--- config.mk ---
export PLATFORM = sky130hd
export DESIGN_NAME = uart_interface
export DESIGN_NICKNAME = d
export VERILOG_FILES = /design/src/rtl/uart_interface_pkg.sv /design/src/rtl/uart_interface_baud_acc.sv /design/src/rtl/uart_interface.sv
export SDC_FILE = /design/constraint.sdc
export NUM_CORES = 1
export LEC_CHECK = 0
export CAP_MARGIN = 10
export CORE_ASPECT_RATIO = 0.9
export CORE_MARGIN = 2
export CORE_UTILIZATION = 49
export CTS_CLUSTER_DIAMETER = 200
export DETAILED_ROUTE_END_ITERATION = 12
export PLACE_DENSITY = 0.75
export SETUP_SLACK_MARGIN = 0.3
export SYNTH_ARGS = -nofsm -noshare
export SYNTH_HDL_FRONTEND = slang
export SYNTH_SLANG_ARGS = --single-unit
--- constraint.sdc ---
create_clock -name clk_i -period 5.8 [get_ports clk_i]
set_clock_uncertainty 0.2 [all_clocks]
set_input_delay 0.87 -clock clk_i [delete_from_list [all_inputs] [get_ports clk_i]]
set_output_delay 0.87 -clock clk_i [all_outputs]
set_load 0.02 [all_outputs]
--- src/rtl/uart_interface_pkg.sv ---
// Shared constants, state types and helpers for the uart_interface peripheral.
// Register addresses are the decoded addr_i[2:0] values.
package uart_interface_pkg;

    localparam logic [2:0] ADDR_RXDATA = 3'd1;
    localparam logic [2:0] ADDR_CTRL   = 3'd3;
    localparam logic [2:0] ADDR_BAUD   = 3'd4;
    localparam logic [2:0] ADDR_FLAGS  = 3'd5;
    localparam logic [2:0] ADDR_TXBUF  = 3'd7;

    localparam logic [2:0] CTRL_START    = 3'd7;
    localparam logic [2:0] CTRL_TX_EN    = 3'd6;
    localparam logic [2:0] CTRL_RX_EN    = 3'd5;
    localparam logic [2:0] CTRL_TX_SRST  = 3'd3;
    localparam logic [2:0] CTRL_RX_VALID = 3'd1;
    localparam logic [2:0] CTRL_TX_READY = 3'd0;

    localparam logic [1:0] FLAG_TX_DONE   = 2'd0;
    localparam logic [1:0] FLAG_RX_VALID  = 2'd1;
    localparam logic [1:0] FLAG_RX_OVERRUN = 2'd2;
    localparam logic [1:0] FLAG_FRAME_ERR = 2'd3;

    // Half-scale preset so RX carries land in the middle of each bit.
    localparam logic [31:0] RX_PRESET = 32'h8000_0000;

    typedef enum logic [1:0] {
        TX_IDLE  = 2'd0,
        TX_START = 2'd1,
        TX_DATA  = 2'd2,
        TX_STOP  = 2'd3
    } tx_state_e;

    typedef enum logic [1:0] {
        RX_IDLE  = 2'd0,
        RX_START = 2'd1,
        RX_DATA  = 2'd2,
        RX_STOP  = 2'd3
    } rx_state_e;

    function automatic logic [7:0] sel_byte(input logic [31:0] dat, input logic [3:0] sel);
        logic [7:0] b;
        if (sel[0]) begin
            b = dat[7:0];
        end else if (sel[1]) begin
            b = dat[15:8];
        end else if (sel[2]) begin
            b = dat[23:16];
        end else if (sel[3]) begin
            b = dat[31:24];
        end else begin
            b = 8'h00;
        end
        return b;
    endfunction

endpackage

--- src/rtl/uart_interface_baud_acc.sv ---
// 32-bit phase accumulator; the carry-out of each add is one bit-rate tick.
// Clear zeroes the phase, preset loads the mid-bit phase; neither produces a tick.
module uart_baud_acc
    import uart_interface_pkg::*;
(
    input  logic        clk_i,
    input  logic        rst_i,
    input  logic [31:0] inc_i,
    input  logic        clear_i,
    input  logic        preset_i,
    output logic        tick_o
);

    logic [31:0] acc_q;
    logic [31:0] acc_d;
    logic [32:0] sum_s;

    // Next phase and carry tick.
    always_comb begin
        sum_s = {1'b0, acc_q} + {1'b0, inc_i};
        if (clear_i) begin
            acc_d  = 32'h0000_0000;
            tick_o = 1'b0;
        end else if (preset_i) begin
            acc_d  = RX_PRESET;
            tick_o = 1'b0;
        end else begin
            acc_d  = sum_s[31:0];
            tick_o = sum_s[32];
        end
    end

    // Phase register.
    always_ff @(posedge clk_i or posedge rst_i) begin
        if (rst_i) begin
            acc_q <= 32'h0000_0000;
        end else begin
            acc_q <= acc_d;
        end
    end

endmodule

--- src/rtl/uart_interface.sv ---
// Bus-attached 8N1 UART: register file, TX and RX state machines, and two
// phase-accumulator baud generators sharing one programmed increment.
module uart_interface
    import uart_interface_pkg::*;
#(
    parameter int          ADDR_W   = 32,
    parameter int          DATA_W   = 32,
    parameter logic [31:0] BAUD_RST = 32'h0000_0000
) (
    input  logic              clk_i,
    input  logic              rst_i,
    input  logic [ADDR_W-1:0] addr_i,
    input  logic [DATA_W-1:0] dat_i,
    output logic [DATA_W-1:0] dat_o,
    input  logic              we_i,
    input  logic [3:0]        sel_i,
    input  logic              cyc_i,
    input  logic              stb_i,
    input  logic              lock_i,
    output logic              err_o,
    output logic              rty_o,
    output logic              ack_o,
    input  logic              tagn_i,
    output logic              tagn_o,
    input  logic              uart_rx,
    output logic              uart_tx,
    input  logic              tx_ready_inhibitor
);

    logic              unused_s;
    logic [2:0]        addr_s;
    logic              wr_s, ctrl_wr_s, baud_wr_s, flags_wr_s, txbuf_wr_s, rxdata_rd_s;
    logic              rsvd_s, tx_srst_s, tx_busy_s;
    logic              tx_tick_s, rx_tick_s, rx_preset_s, rx_s_s, rx_fall_s;
    logic [DATA_W-1:0] rdata_s;

    logic [31:0]       baud_q;
    logic [7:0]        txbuf_q;
    logic              tx_en_q, rx_en_q;
    logic              ack_q, err_q, tagn_q;
    logic [DATA_W-1:0] dat_q;
    logic [2:0]        rx_sync_q;

    tx_state_e         tx_state_q, tx_state_d;
    logic [7:0]        tx_shift_q, tx_shift_d;
    logic [2:0]        tx_cnt_q, tx_cnt_d;
    logic              tx_line_q, tx_line_d;
    logic              tx_done_q, tx_done_d;
    logic              start_q, start_d;

    rx_state_e         rx_state_q, rx_state_d;
    logic [7:0]        rx_shift_q, rx_shift_d;
    logic [2:0]        rx_cnt_q, rx_cnt_d;
    logic [7:0]        rx_data_q, rx_data_d;
    logic              rx_valid_q, rx_valid_d;
    logic              overrun_q, overrun_d;
    logic              frame_err_q, frame_err_d;

    assign unused_s    = ^{cyc_i, lock_i, addr_i[ADDR_W-1:3]};
    assign addr_s      = addr_i[2:0];
    assign wr_s        = stb_i & we_i;
    assign ctrl_wr_s   = wr_s & (addr_s == ADDR_CTRL);
    assign baud_wr_s   = wr_s & (addr_s == ADDR_BAUD);
    assign flags_wr_s  = wr_s & (addr_s == ADDR_FLAGS);
    assign txbuf_wr_s  = wr_s & (addr_s == ADDR_TXBUF);
    assign rxdata_rd_s = stb_i & ~we_i & (addr_s == ADDR_RXDATA);
    assign rsvd_s      = (addr_s == 3'd0) | (addr_s == 3'd2) | (addr_s == 3'd6);
    assign tx_srst_s   = ctrl_wr_s & dat_i[CTRL_TX_SRST];
    assign tx_busy_s   = (tx_state_q != TX_IDLE);
    assign rx_s_s      = rx_sync_q[1];
    assign rx_fall_s   = rx_sync_q[2] & ~rx_sync_q[1];

    uart_baud_acc u_tx_acc (
        .clk_i    (clk_i),
        .rst_i    (rst_i),
        .inc_i    (baud_q),
        .clear_i  (baud_wr_s | tx_srst_s),
        .preset_i (1'b0),
        .tick_o   (tx_tick_s)
    );

    uart_baud_acc u_rx_acc (
        .clk_i    (clk_i),
        .rst_i    (rst_i),
        .inc_i    (baud_q),
        .clear_i  (baud_wr_s),
        .preset_i (rx_preset_s),
        .tick_o   (rx_tick_s)
    );

    // Read data mux; values reflect state before the access edge.
    always_comb begin
        rdata_s = '0;
        case (addr_s)
            ADDR_RXDATA: rdata_s[7:0]  = rx_data_q;
            ADDR_CTRL:   rdata_s[7:0]  = {start_q | tx_busy_s, tx_en_q, rx_en_q, 3'b000,
                                          rx_valid_q, ~tx_busy_s & ~tx_ready_inhibitor};
            ADDR_BAUD:   rdata_s[31:0] = baud_q;
            ADDR_FLAGS:  rdata_s[3:0]  = {frame_err_q, overrun_q, rx_valid_q, tx_done_q};
            ADDR_TXBUF:  rdata_s[7:0]  = txbuf_q;
            default:     rdata_s       = '0;
        endcase
    end

    // Software-written configuration registers.
    always_ff @(posedge clk_i or posedge rst_i) begin
        if (rst_i) begin
            baud_q  <= BAUD_RST;
            txbuf_q <= 8'h00;
            tx_en_q <= 1'b0;
            rx_en_q <= 1'b0;
        end else begin
            if (baud_wr_s) baud_q <= dat_i[31:0];
            if (txbuf_wr_s && (sel_i != 4'b0000)) txbuf_q <= sel_byte(dat_i[31:0], sel_i);
            if (ctrl_wr_s) begin
                tx_en_q <= dat_i[CTRL_TX_EN];
                rx_en_q <= dat_i[CTRL_RX_EN];
            end
        end
    end

    // Single-cycle bus response.
    always_ff @(posedge clk_i or posedge rst_i) begin
        if (rst_i) begin
            ack_q  <= 1'b0;
            err_q  <= 1'b0;
            tagn_q <= 1'b0;
            dat_q  <= '0;
        end else begin
            ack_q  <= stb_i;
            err_q  <= stb_i & rsvd_s;
            tagn_q <= stb_i & tagn_i;
            dat_q  <= stb_i ? rdata_s : '0;
        end
    end

    // TX next-state: frame sequencing, then soft reset/START overrides.
    always_comb begin
        tx_state_d = tx_state_q;
        tx_shift_d = tx_shift_q;
        tx_cnt_d   = tx_cnt_q;
        tx_line_d  = tx_line_q;
        tx_done_d  = flags_wr_s ? 1'b0 : tx_done_q;
        start_d    = start_q;
        case (tx_state_q)
            TX_IDLE: begin
                if (tx_tick_s && start_q && tx_en_q) begin
                    tx_state_d = TX_START;
                    tx_shift_d = txbuf_q;
                    tx_line_d  = 1'b0;
                    start_d    = 1'b0;
                end else begin
                    tx_line_d  = 1'b1;
                end
            end
            TX_START: begin
                if (tx_tick_s) begin
                    tx_state_d = TX_DATA;
                    tx_line_d  = tx_shift_q[0];
                    tx_cnt_d   = 3'd0;
                end else begin
                    tx_state_d = TX_START;
                end
            end
            TX_DATA: begin
                if (tx_tick_s && (tx_cnt_q == 3'd7)) begin
                    tx_state_d = TX_STOP;
                    tx_line_d  = 1'b1;
                end else if (tx_tick_s) begin
                    tx_cnt_d   = tx_cnt_q + 3'd1;
                    tx_shift_d = {1'b0, tx_shift_q[7:1]};
                    tx_line_d  = tx_shift_q[1];
                end else begin
                    tx_state_d = TX_DATA;
                end
            end
            TX_STOP: begin
                if (tx_tick_s) begin
                    tx_state_d = TX_IDLE;
                    tx_done_d  = 1'b1;
                    start_d    = 1'b0;
                end else begin
                    tx_state_d = TX_STOP;
                end
            end
            default: begin
                tx_state_d = TX_IDLE;
                tx_line_d  = 1'b1;
            end
        endcase
        if (tx_srst_s) begin
            tx_state_d = TX_IDLE;
            tx_line_d  = 1'b1;
            start_d    = 1'b0;
            tx_done_d  = 1'b0;
        end else begin
            // START is only accepted while the transmitter stays idle.
            start_d = !ctrl_wr_s ? start_d :
                      (tx_state_d == TX_IDLE) ? dat_i[CTRL_START] : 1'b0;
        end
    end

    // TX state register.
    always_ff @(posedge clk_i or posedge rst_i) begin
        if (rst_i) begin
            tx_state_q <= TX_IDLE;
            tx_shift_q <= 8'h00;
            tx_cnt_q   <= 3'd0;
            tx_line_q  <= 1'b1;
            tx_done_q  <= 1'b0;
            start_q    <= 1'b0;
        end else begin
            tx_state_q <= tx_state_d;
            tx_shift_q <= tx_shift_d;
            tx_cnt_q   <= tx_cnt_d;
            tx_line_q  <= tx_line_d;
            tx_done_q  <= tx_done_d;
            start_q    <= start_d;
        end
    end

    // RX next-state: bus clears first so a completing frame wins.
    always_comb begin
        rx_state_d  = rx_state_q;
        rx_shift_d  = rx_shift_q;
        rx_cnt_d    = rx_cnt_q;
        rx_data_d   = rx_data_q;
        rx_preset_s = 1'b0;
        rx_valid_d  = (rxdata_rd_s | flags_wr_s) ? 1'b0 : rx_valid_q;
        overrun_d   = flags_wr_s ? 1'b0 : overrun_q;
        frame_err_d = flags_wr_s ? 1'b0 : frame_err_q;
        case (rx_state_q)
            RX_IDLE: begin
                if (rx_en_q && rx_fall_s) begin
                    rx_preset_s = 1'b1;
                    rx_state_d  = RX_START;
                end else begin
                    rx_state_d  = RX_IDLE;
                end
            end
            RX_START: begin
                if (rx_tick_s) begin
                    rx_state_d = rx_s_s ? RX_IDLE : RX_DATA;
                    rx_cnt_d   = 3'd0;
                end else begin
                    rx_state_d = RX_START;
                end
            end
            RX_DATA: begin
                if (rx_tick_s) begin
                    rx_shift_d = {rx_s_s, rx_shift_q[7:1]};
                    rx_cnt_d   = rx_cnt_q + 3'd1;
                    rx_state_d = (rx_cnt_q == 3'd7) ? RX_STOP : RX_DATA;
                end else begin
                    rx_state_d = RX_DATA;
                end
            end
            RX_STOP: begin
                if (rx_tick_s && rx_s_s) begin
                    rx_state_d = RX_IDLE;
                    rx_data_d  = rx_shift_q;
                    overrun_d  = overrun_d | rx_valid_d;
                    rx_valid_d = 1'b1;
                end else if (rx_tick_s) begin
                    rx_state_d  = RX_IDLE;
                    frame_err_d = 1'b1;
                end else begin
                    rx_state_d  = RX_STOP;
                end
            end
            default: rx_state_d = RX_IDLE;
        endcase
        rx_state_d = rx_en_q ? rx_state_d : RX_IDLE;
    end

    // RX synchroniser and state register.
    always_ff @(posedge clk_i or posedge rst_i) begin
        if (rst_i) begin
            rx_sync_q   <= 3'b111;
            rx_state_q  <= RX_IDLE;
            rx_shift_q  <= 8'h00;
            rx_cnt_q    <= 3'd0;
            rx_data_q   <= 8'h00;
            rx_valid_q  <= 1'b0;
            overrun_q   <= 1'b0;
            frame_err_q <= 1'b0;
        end else begin
            rx_sync_q   <= {rx_sync_q[1:0], uart_rx};
            rx_state_q  <= rx_state_d;
            rx_shift_q  <= rx_shift_d;
            rx_cnt_q    <= rx_cnt_d;
            rx_data_q   <= rx_data_d;
            rx_valid_q  <= rx_valid_d;
            overrun_q   <= overrun_d;
            frame_err_q <= frame_err_d;
        end
    end

    assign dat_o   = dat_q;
    assign ack_o   = ack_q;
    assign err_o   = err_q;
    assign rty_o   = 1'b0;
    assign tagn_o  = tagn_q;
    assign uart_tx = tx_line_q;

endmodule

==> reports/metrics.cfg, run 1 <==
[critical_path]
cp-start-kind = flop
path_cells = ha_1 -> inv_1 -> fa_1 -> nor2b_1 -> o31a_1 -> o21ai_1 -> a21oi_1 -> o2111ai_1 -> a21oi_1 -> a41o_1 -> o2111ai_1 -> nand2_1 -> o21ai_0
worstPathMaxFanout = 16
cp_data_arrival_time_ns = 4.34
ff2ff_path_depth = 13
crit_start = baud_q[0]$_DFFE_PP0P_
critPathRequiredTime_ns = 5.87
slowest_stage = o2111ai_1
rrSetupSlack_ns = 1.53
cp_slowest_stage_delay_ns = 0.57
end_kind = flop
r2r-end = tx_shift_q[2]$_DFFE_PP0P_
criticalPathCategory = flop to flop
r2r-start = baud_q[0]$_DFFE_PP0P_
crit_end = tx_shift_q[2]$_DFFE_PP0P_

[synthesis]
synth_edf_count = 0
yosysWarnings = 0
synth_area_sq_um = 10300
ys_ff_latch = 184
synth_nets = 1240
ys_seq_area_frac = 0.446
synth_area_per_cell_sq_um = 9.48
synth_ff_type = dfrtp_1
synthArstFlopShare = 1.00
synthCells = 1089
synthDistinctLibCells = 72

[sta]
tns_ns = 0
finalHoldViolations = 0
setup_viol = 0
slew_viol_final = 0
rsz0062_at_grt = false
worst_pin_slew_ns = 1.19
max_freq_mhz = 234
slew_headroom = 0.201
fin_crit_sh = 0.736
finalCriticalPeriod_ns = 4.27

[detailed_routing]
drc_errors = 0
routed.top_layer = met4
m1WireLength_microns = 11600
drt-pass1-iter-count = 7
ant_nets = 0
num_vias = 8314
wl_per_cell_microns = 17.7
drt-initial-drc-count = 747
wl_met2_microns = 11800
dr_wl_met3_microns = 1600
drt-vias-per-instance = 5.74
drt-total-wl_microns = 25700

[place]
port_buffers = 81
placed_area_sq_um = 11400
dp.final_hpwl_microns = 18100
place.gp.congestion = 0.920

[finish]
n_fill_cell = 1768
final_common_cell = dfrtp_1
layout-drive-gt1-share = 0.0645
antenna_cells = 0
area_growth_pct = 15.8
final_cell_mix = dfrtp_1, nand2_1, nor2_1, a21oi_1, clkdlybuf4s50_1
stdcell_area_sq_um = 12000
nNetsFinal = 1300

[floorplanning]
dieArea_sq_um = 22300
die_x_microns = 157
die_y_microns = 142
ios = 114
placementRows = 50
core_area_sq_um = 20800
start_util = 0.497

[power]
power.density_nw_per_um2 = 466
ir_drop_uv = 207
power_leakage_nw = 5.72

[clock_network]
clk_pin_slew_ns = 0.07
clock_latency_ns = 0.44
htreeDepth = 4
clock_sinks = 184
cts_tree = built
cts_inserted_buffers = 17
cts_resized = 0
cts_root_buf = clkbuf_16
cts_max_path_buffers = 2
cts_hold_buf = 0
postCtsSetupBuffers = 0

[run_status]
status = finished, final reports clean

[job]
drv_cap = 0

[global_route]
grt_start_max_net_pins = 185
grt_pass1_wl_microns = 41600
grt_antenna_before_repair = 0
grt_pass1_vias = 7932
grt-ovfl-total = 0
grt_usage = 0.239

[min_path]
hold_class = flop to flop

-- metrics by stage --
stage / power [W] / instances / setup slack [ns] / utilization / hold WS [ns]
5_1_grt: 0.00598 / 1448 / 1.20 / 0.576 / 0.170
3_3_place_gp: 0.00431 / 1416 / 1.31 / 0.548 / 0.146
3_5_place_dp: 0.00440 / 1416 / 1.23 / 0.548 / 0.152
4_1_cts: 0.00555 / 1448 / 1.54 / 0.576 / 0.163
6_report: 0.00557 / 1448 / 1.53 / 0.576 / 0.160
2_1_floorplan: 0.00384 / 1089 / 2.37 / - / 0.145
-- cell families (layout without fill, tap and decap cells) --
| kind of cell | Yosys count | count (layout) | synth area share |
|---|---|---|---|
| buffers and inverters | 69 | 142 | 0.0270 |
| and+or+nand+nor | 413 | 413 | 0.187 |
| AOI/OAI and AO/OA | 273 | 273 | 0.172 |
| muxes | 30 | 30 | 0.0382 |
| DFF | 184 | 184 | 0.446 |
| xor gates and xnor gates | 45 | 45 | 0.0382 |
| adders and majority gates | 74 | 74 | 0.0911 |
| other | 1 | 1 | 0.000363 |
-- cells in the mapped netlist (20+ instances only) --
cell type / n / area, sq um
ha_1: 72 / 901
nor3_1: 21 / 105
and3_1: 33 / 206
nand2_1: 146 / 548
clkbuf_1: 44 / 165
xnor2_1: 26 / 228
nor2_1: 110 / 413
nor2b_1: 20 / 125
nand3_1: 28 / 140
a21o_1: 39 / 293
dfrtp_1: 180 / 4500
a21oi_1: 86 / 430
o21ai_0: 54 / 270
-- where the power goes --
part | internal [W] | total, W | switching [W]
clock | 0.000605 | 0.00112 | 0.000519
sequential | 0.00165 | 0.00187 | 0.000217
combinational | 0.00110 | 0.00257 | 0.00147
total | 0.00336 | 0.00557 | 0.00220
-- per-layer routing --
layer / GRT usage / up-vias
met5: 0 / -
met4: 0.0852 / 0
met3: 0.0373 / 43
met1: 0.338 / 4006
li1: - / 3976
met2: 0.375 / 289
-- flip-flops by register name, summed over array words and instances, names as in the netlist, 8 cells and up --
name            cells
baud_q             32
dat_o              32
rx_data_q           8
rx_shift_q          8
tx_shift_q          8
txbuf_q             8
u_rx_acc.acc_q     32
u_tx_acc.acc_q     32
-- worst max-delay path, delay by kind of cell (launching register included) --
kind | cells | cell delay, ns
DFF | 1 | 0.42
adders and majority gates | 2 | 0.64
buffers and inverters | 1 | 0.06
AOI/OAI and AO/OA | 8 | 2.32
and+or+nand+nor | 2 | 0.45
-- cell type report --
type                            instances  area (sq um)  area share
Multi-Input combinational cell        836          5450       0.456
Sequential cell                       184          4610       0.386
Timing Repair Buffer                   91           898      0.0751
Clock buffer                           19           443      0.0370
Tap cell                              286           358      0.0299
Clock inverter                         13           123      0.0103
Inverter                               19          75.1     0.00628
-- worst min-delay path by stage --
stage,cells after the start,end,slack (ns),startpoint
2_1_floorplan,0,rx_sync_q[1]$_DFF_PP1_,0.15,rx_sync_q[0]$_DFF_PP1_
3_3_place_gp,0,rx_sync_q[1]$_DFF_PP1_,0.15,rx_sync_q[0]$_DFF_PP1_
3_5_place_dp,0,rx_sync_q[1]$_DFF_PP1_,0.15,rx_sync_q[0]$_DFF_PP1_
4_1_cts,0,rx_sync_q[1]$_DFF_PP1_,0.16,rx_sync_q[0]$_DFF_PP1_
5_1_grt,0,rx_sync_q[1]$_DFF_PP1_,0.17,rx_sync_q[0]$_DFF_PP1_
6_report,0,rx_sync_q[1]$_DFF_PP1_,0.16,rx_sync_q[0]$_DFF_PP1_
Power figures use the tool's default switching activity.
==> run 2, diff against run 1 <==
- PLACE_DENSITY: 0.75 -> 0.72
- clock period: 5.8 -> 4.3 ns (I/O delays scaled with it)
==> run 2 against run 1 <==
  * Routed wire length down 1.9%
  * Sequential share of layout area shrank 0.30 points
  * Sequential power up 35%
  * First-iteration DRC count is 5.8% lower
  * Global-route usage barely moved
  * Register-to-register slack worse by 1.1 ns
  * Fmax increased by 10%
==> reports/metrics.cfg, run 2 (synthesis results as in run 1) <==
[run_status]
status = finished, final reports clean

[detailed_routing]
num_vias = 8197
drt-vias-per-instance = 5.63
drt-initial-drc-count = 704
drc_errors = 0
wl_per_cell_microns = 17.3
drt-total-wl_microns = 25200
drt-pass1-iter-count = 5
ant_nets = 0

[critical_path]
critPathTopFamily = compound AO/OA/AOI/OAI gates
cp_data_arrival_time_ns = 3.99
crit_top_cell = a21oi_1
end_kind = flop
critPathRequiredTime_ns = 4.42
cp-start-kind = flop
worstPathMaxFanout = 10
cp_num_buf_inv = 1
cp_slowest_stage_delay_ns = 0.44
slowest_stage = fa_1
criticalPathCategory = flop to flop
path_cells = ha_1 -> inv_1 -> fa_1 -> nor2b_1 -> o31a_1 -> o21ai_1 -> a21oi_1 -> o2111ai_1 -> a21oi_1 -> a41o_2 -> nand3_1 -> a311o_1 -> a31o_2

[global_route]
grt-ovfl-total = 0
grt_pass1_wl_microns = 41500
grt_pass1_vias = 8042
grt_antenna_before_repair = 0
grt_start_max_net_pins = 97
grt_usage = 0.239

[sta]
tns_ns = 0
slew_headroom = 0.488
finalCriticalPeriod_ns = 3.87
finalHoldViolations = 0
worst_pin_slew_ns = 0.769
slew_viol_final = 0
rsz0062_at_grt = true
setup_viol = 0
fin_crit_sh = 0.899
whs_ns = 0.157
max_freq_mhz = 259

[clock_network]
cts_inserted_buffers = 17
clock_latency_ns = 0.43
htreeDepth = 4
clk_pin_slew_ns = 0.07
cts_tree = built
clock_sinks = 184
cts_root_buf = clkbuf_16
cts_max_path_buffers = 2

[floorplanning]
core_area_sq_um = 20800
placementRows = 50
dieArea_sq_um = 22300
die_y_microns = 142
start_util = 0.497
die_x_microns = 157
ios = 114

[power]
power_leakage_nw = 5.78
combPwrFrac = 0.455
power.density_nw_per_um2 = 628
seq_power_share = 0.333
ir_drop_uv = 290
intPower_w = 0.00465
power.switching_w = 0.00292
p_clk_frac = 0.213
switching_share = 0.385

[finish]
stdcell_area_sq_um = 12100
final_common_cell = dfrtp_1
nNetsFinal = 1308
area_growth_pct = 16.7
final_core_util = 0.580
antenna_cells = 0
final_cell_mix = dfrtp_1, nand2_1, nor2_1, a21oi_1, clkdlybuf4s50_1
layout-drive-gt1-share = 0.0709

[min_path]
hold_class = flop to flop

[job]
drv_cap = 0

[place]
port_buffers = 81
dp.final_hpwl_microns = 18200
placed_area_sq_um = 11400
place.gp.congestion = 0.925

run 2: worst paths after layout:
path / from / end / slack [ns] / depth (start not counted)
worst max-delay path: baud_q[0]$_DFFE_PP0P_ / start_q$_DFFE_PP0P_ / 0.43 / 13
worst min-delay path: rx_sync_q[0]$_DFF_PP1_ / rx_sync_q[1]$_DFF_PP1_ / 0.16 / 0
worst max register to register: baud_q[0]$_DFFE_PP0P_ / start_q$_DFFE_PP0P_ / 0.43 / 13
worst min register to register: rx_sync_q[0]$_DFF_PP1_ / rx_sync_q[1]$_DFF_PP1_ / 0.16 / 0
max in group asynchronous: rst_i / rx_sync_q[2]$_DFF_PP1_ / 2.61 / 3
min in group asynchronous: rst_i / tagn_o$_DFF_PP0_ / 0.37 / 2
run 2: timing repair:
item / CTS / global route
endpoints found under the setup margin: 0 / 19
resized for setup: 0 / 2
buffers inserted: 0 / 0
hold buffers: 0 / 0
run 2: worst register-to-register path: stages, from the launching register on:
cell and delay (ns):
dfrtp_1 0.40, ha_1 0.20, inv_1 0.07, fa_1 0.44
nor2b_1 0.22, o31a_1 0.23, o21ai_1 0.14, a21oi_1 0.33
o2111ai_1 0.17, a21oi_1 0.27, a41o_2 0.38, nand3_1 0.13
a311o_1 0.39, a31o_2 0.21
run 2: cell type report:
cell class / count / area [sq um]
flip-flops and latches: 184 / 4610
clock buffers: 21 / 450
well taps: 286 / 358
inverters: 19 / 75.1
clock inverters: 11 / 148
repair buffers: 99 / 958
fillers: 1847 / 8720
multi-input cells: 836 / 5450
run 2: through the flow:
stage	power [W]	setup slack, ns	std cells
2_1_floorplan	0.00518	0.930	1089
3_3_place_gp	0.00582	0.429	1424
3_5_place_dp	0.00593	0.365	1424
4_1_cts	0.00757	0.333	1456
5_1_grt	0.00817	0.228	1456
6_report	0.00757	0.433	1456
run 2: power by group through the flow:
stage / clock network (W) / logic [W] / registers [W]
after global placement: 0 / 0.00329 / 0.00253
after detailed placement: 0 / 0.00338 / 0.00254
after CTS: 0.00164 / 0.00342 / 0.00252
after floorplan: 0 / 0.00272 / 0.00246
after global routing: 0.00171 / 0.00389 / 0.00257
final: 0.00161 / 0.00344 / 0.00252
run 2: per-layer routing:
layer,share of wire,track usage,up-vias
met1,0.47,0.344,3955
met3,0.055,0.0461,43
met5,0,0,-
met2,0.44,0.363,209
li1,-,-,3990
met4,0.029,0.0837,0
==> run 3, diff against run 2 <==
- ABC_CLOCK_PERIOD_IN_PS: default -> 4300
- CORE_UTILIZATION: 49 -> 25
- PLACE_DENSITY: 0.72 -> 0.43
- SYNTH_HIERARCHICAL: default -> 1
==> run 3 against run 2 <==
  * Clock power barely moved
  * Synthesized area up 7.9%
  * Hold slack about the same
  * Routed wire length is 29% higher
==> reports/metrics.cfg, run 3 <==
[run_status]
status = finished, final reports clean

[min_path]
hold_class = flop to flop
hold_depth = 0

[global_route]
met1_usage = 0.206
grt_start_max_net_pins = 41
grt.busiest_layer = met2
use_met2 = 0.229
grt_pass1_vias = 8677
grt-ovfl-total = 0
grt_pass1_wl_microns = 51200
grt_antenna_before_repair = 0
grt_usage = 0.144
use_met3 = 0.0204

[finish]
antenna_cells = 0
layout-drive-gt1-share = 0.127
fin_cells = 1847
nNetsFinal = 1386
final_core_util = 0.301
stdcell_area_sq_um = 13300
area_growth_pct = 19.2
final_common_cell = dfrtp_1
final_cell_mix = dfrtp_1, nor2_1, a21oi_1, nand2_1, clkdlybuf4s50_1

[power]
combPwrFrac = 0.491
seq_power_share = 0.311
power.switching_w = 0.00340
ir_drop_uv = 311
intPower_w = 0.00466
p_clk_frac = 0.198
power_leakage_nw = 5.88
switching_share = 0.422
power.density_nw_per_um2 = 607

[synthesis]
synth_edf_count = 0
synth_area_per_cell_sq_um = 9.63
yosysWarnings = 6
netlist_top_cells_area = dfrtp_1, ha_1, a21oi_1
ys_top_cells_by_count = dfrtp_1, nor2_1, a21oi_1
synth_top_area_cell = dfrtp_1
ys_seq_area_frac = 0.414
synthDistinctLibCells = 91
synth_area_sq_um = 11100
synth_top_area_share = 0.404
synthCells = 1157
ys_ff_latch = 184
synth.most_common_cell = dfrtp_1
synthArstFlopShare = 1.00
synth_ff_type = dfrtp_1

[sta]
fin_crit_sh = 0.875
finalCriticalPeriod_ns = 3.76
max_freq_mhz = 266
finalHoldViolations = 0
slew_headroom = 0.423
worst_pin_slew_ns = 0.861
tns_ns = 0
setup_viol = 0
whs_ns = 0.157
slew_viol_final = 0
rsz0062_at_grt = true

[floorplanning]
start_util = 0.253
die_x_microns = 227
ios = 114
dieArea_sq_um = 46300
core_area_sq_um = 44100
placementRows = 73
die_y_microns = 204

[clock_network]
cts_tree = built
cts_max_path_buffers = 2
htreeDepth = 4
clock_sinks = 184
cts_hold_buf = 0
clk_pin_slew_ns = 0.08
cts_root_buf = clkbuf_16
cts_inserted_buffers = 17
clock_latency_ns = 0.45

[detailed_routing]
num_vias = 8644
drt-total-wl_microns = 32500
ant_nets = 0
drt-vias-per-instance = 4.68
wl_per_cell_microns = 17.6
drc_errors = 0
drt-initial-drc-count = 563
drt-pass1-iter-count = 4

[job]
drv_cap = 0

[critical_path]
ff2ff_path_depth = 16
cp_data_arrival_time_ns = 3.89
critPathRequiredTime_ns = 4.43
cp-start-kind = flop
worstPathMaxFanout = 10
end_kind = flop
criticalPathCategory = flop to flop

[place]
dp_cells = 1814
port_buffers = 81
dp.final_hpwl_microns = 24900
place.gp.congestion = 0.825
placed_area_sq_um = 12700

[run 3: cell types whose count changed after synthesis, moves of 12 or more]
cell,previous run,this run
inv_1,19,36
and3_1,33,5
nand4_1,7,23
mux2_2,1,25
buf_2,1,20
a21o_1,39,27
and2_1,8,32
nand2_1,146,86
a21oi_1,86,112
[run 3: power by group through the flow]
stage	logic [W]	clock network, W	registers [W]
after floorplan	0.00302	0	0.00241
after global placement	0.00393	0	0.00254
after detailed placement	0.00393	0	0.00254
after CTS	0.00395	0.00165	0.00252
after global routing	0.00445	0.00172	0.00257
final	0.00396	0.00159	0.00251
[run 3: layout make-up]
class | count | area [sq um]
repair buffers | 114 | 1060
well taps | 600 | 751
multi-input cells | 880 | 6140
inverters | 37 | 143
flip-flops and latches | 184 | 4610
clock inverters | 13 | 134
clock buffers | 19 | 443
fillers | 4631 | 30800
[run 3: metrics by stage]
stage | setup WS [ns] | power [W]
CTS | 0.303 | 0.00812
finish | 0.538 | 0.00806
detailed placement | 0.289 | 0.00648
global placement | 0.300 | 0.00647
global route | 0.261 | 0.00873
floorplan | 0.764 | 0.00544
[run 3: path summary, 6_finish.rpt]
check | from | end | slack, ns
hold reg to reg | rx_sync_q[0]$_DFF_PP1_ | rx_sync_q[1]$_DFF_PP1_ | 0.16
hold / removal | rx_sync_q[0]$_DFF_PP1_ | rx_sync_q[1]$_DFF_PP1_ | 0.16
min in group asynchronous | rst_i | baud_q[30]$_DFFE_PP0P_ | 0.52
setup / recovery | baud_q[0]$_DFFE_PP0P_ | start_q$_DFFE_PP0P_ | 0.54
max in group asynchronous | rst_i | uart_tx$_DFFE_PP1P_ | 2.41
setup reg to reg | baud_q[0]$_DFFE_PP0P_ | start_q$_DFFE_PP0P_ | 0.54
[run 3: logic make-up (layout without fill, tap and decap cells)]
kind of cell / Yosys count / count (layout) / synth area share
buffers and inverters: 100 / 183 / 0.0391
multiplexers: 61 / 61 / 0.0676
flip-flops: 184 / 184 / 0.414
XOR/XNOR: 42 / 42 / 0.0330
adder cells (fa/ha/maj): 75 / 75 / 0.0856
AO/OA/AOI/OAI: 333 / 333 / 0.204
other: 1 / 8 / 0.000336
AND/OR/NAND/NOR: 361 / 361 / 0.157
[run 3: critical path, cell delays in order, from the launching register on]
cell and delay (ns):
dfrtp_1 0.35, ha_1 0.19, inv_1 0.06, fa_1 0.36, and2b_1 0.26, o2111ai_2 0.16, a31oi_4 0.25, o311ai_4 0.15
a211oi_2 0.26, a31oi_2 0.17, o32ai_2 0.28, buf_4 0.17, buf_4 0.16, nand3_1 0.17, mux2i_1 0.17, o22a_1 0.17
o22ai_1 0.08
[run 3: metal layers]
metal  vias to the layer above  part of all wire
met5                         -                 0
met4                         0             0.013
met3                        20             0.023
met2                       102              0.46
met1                      4217              0.50
li1                       4305                 -
[run 3: timing repair]
item,4_1_cts,5_1_grt
resized for setup,0,5
endpoints found under the setup margin,8,20
buffers inserted,0,1
pin swaps,1,2
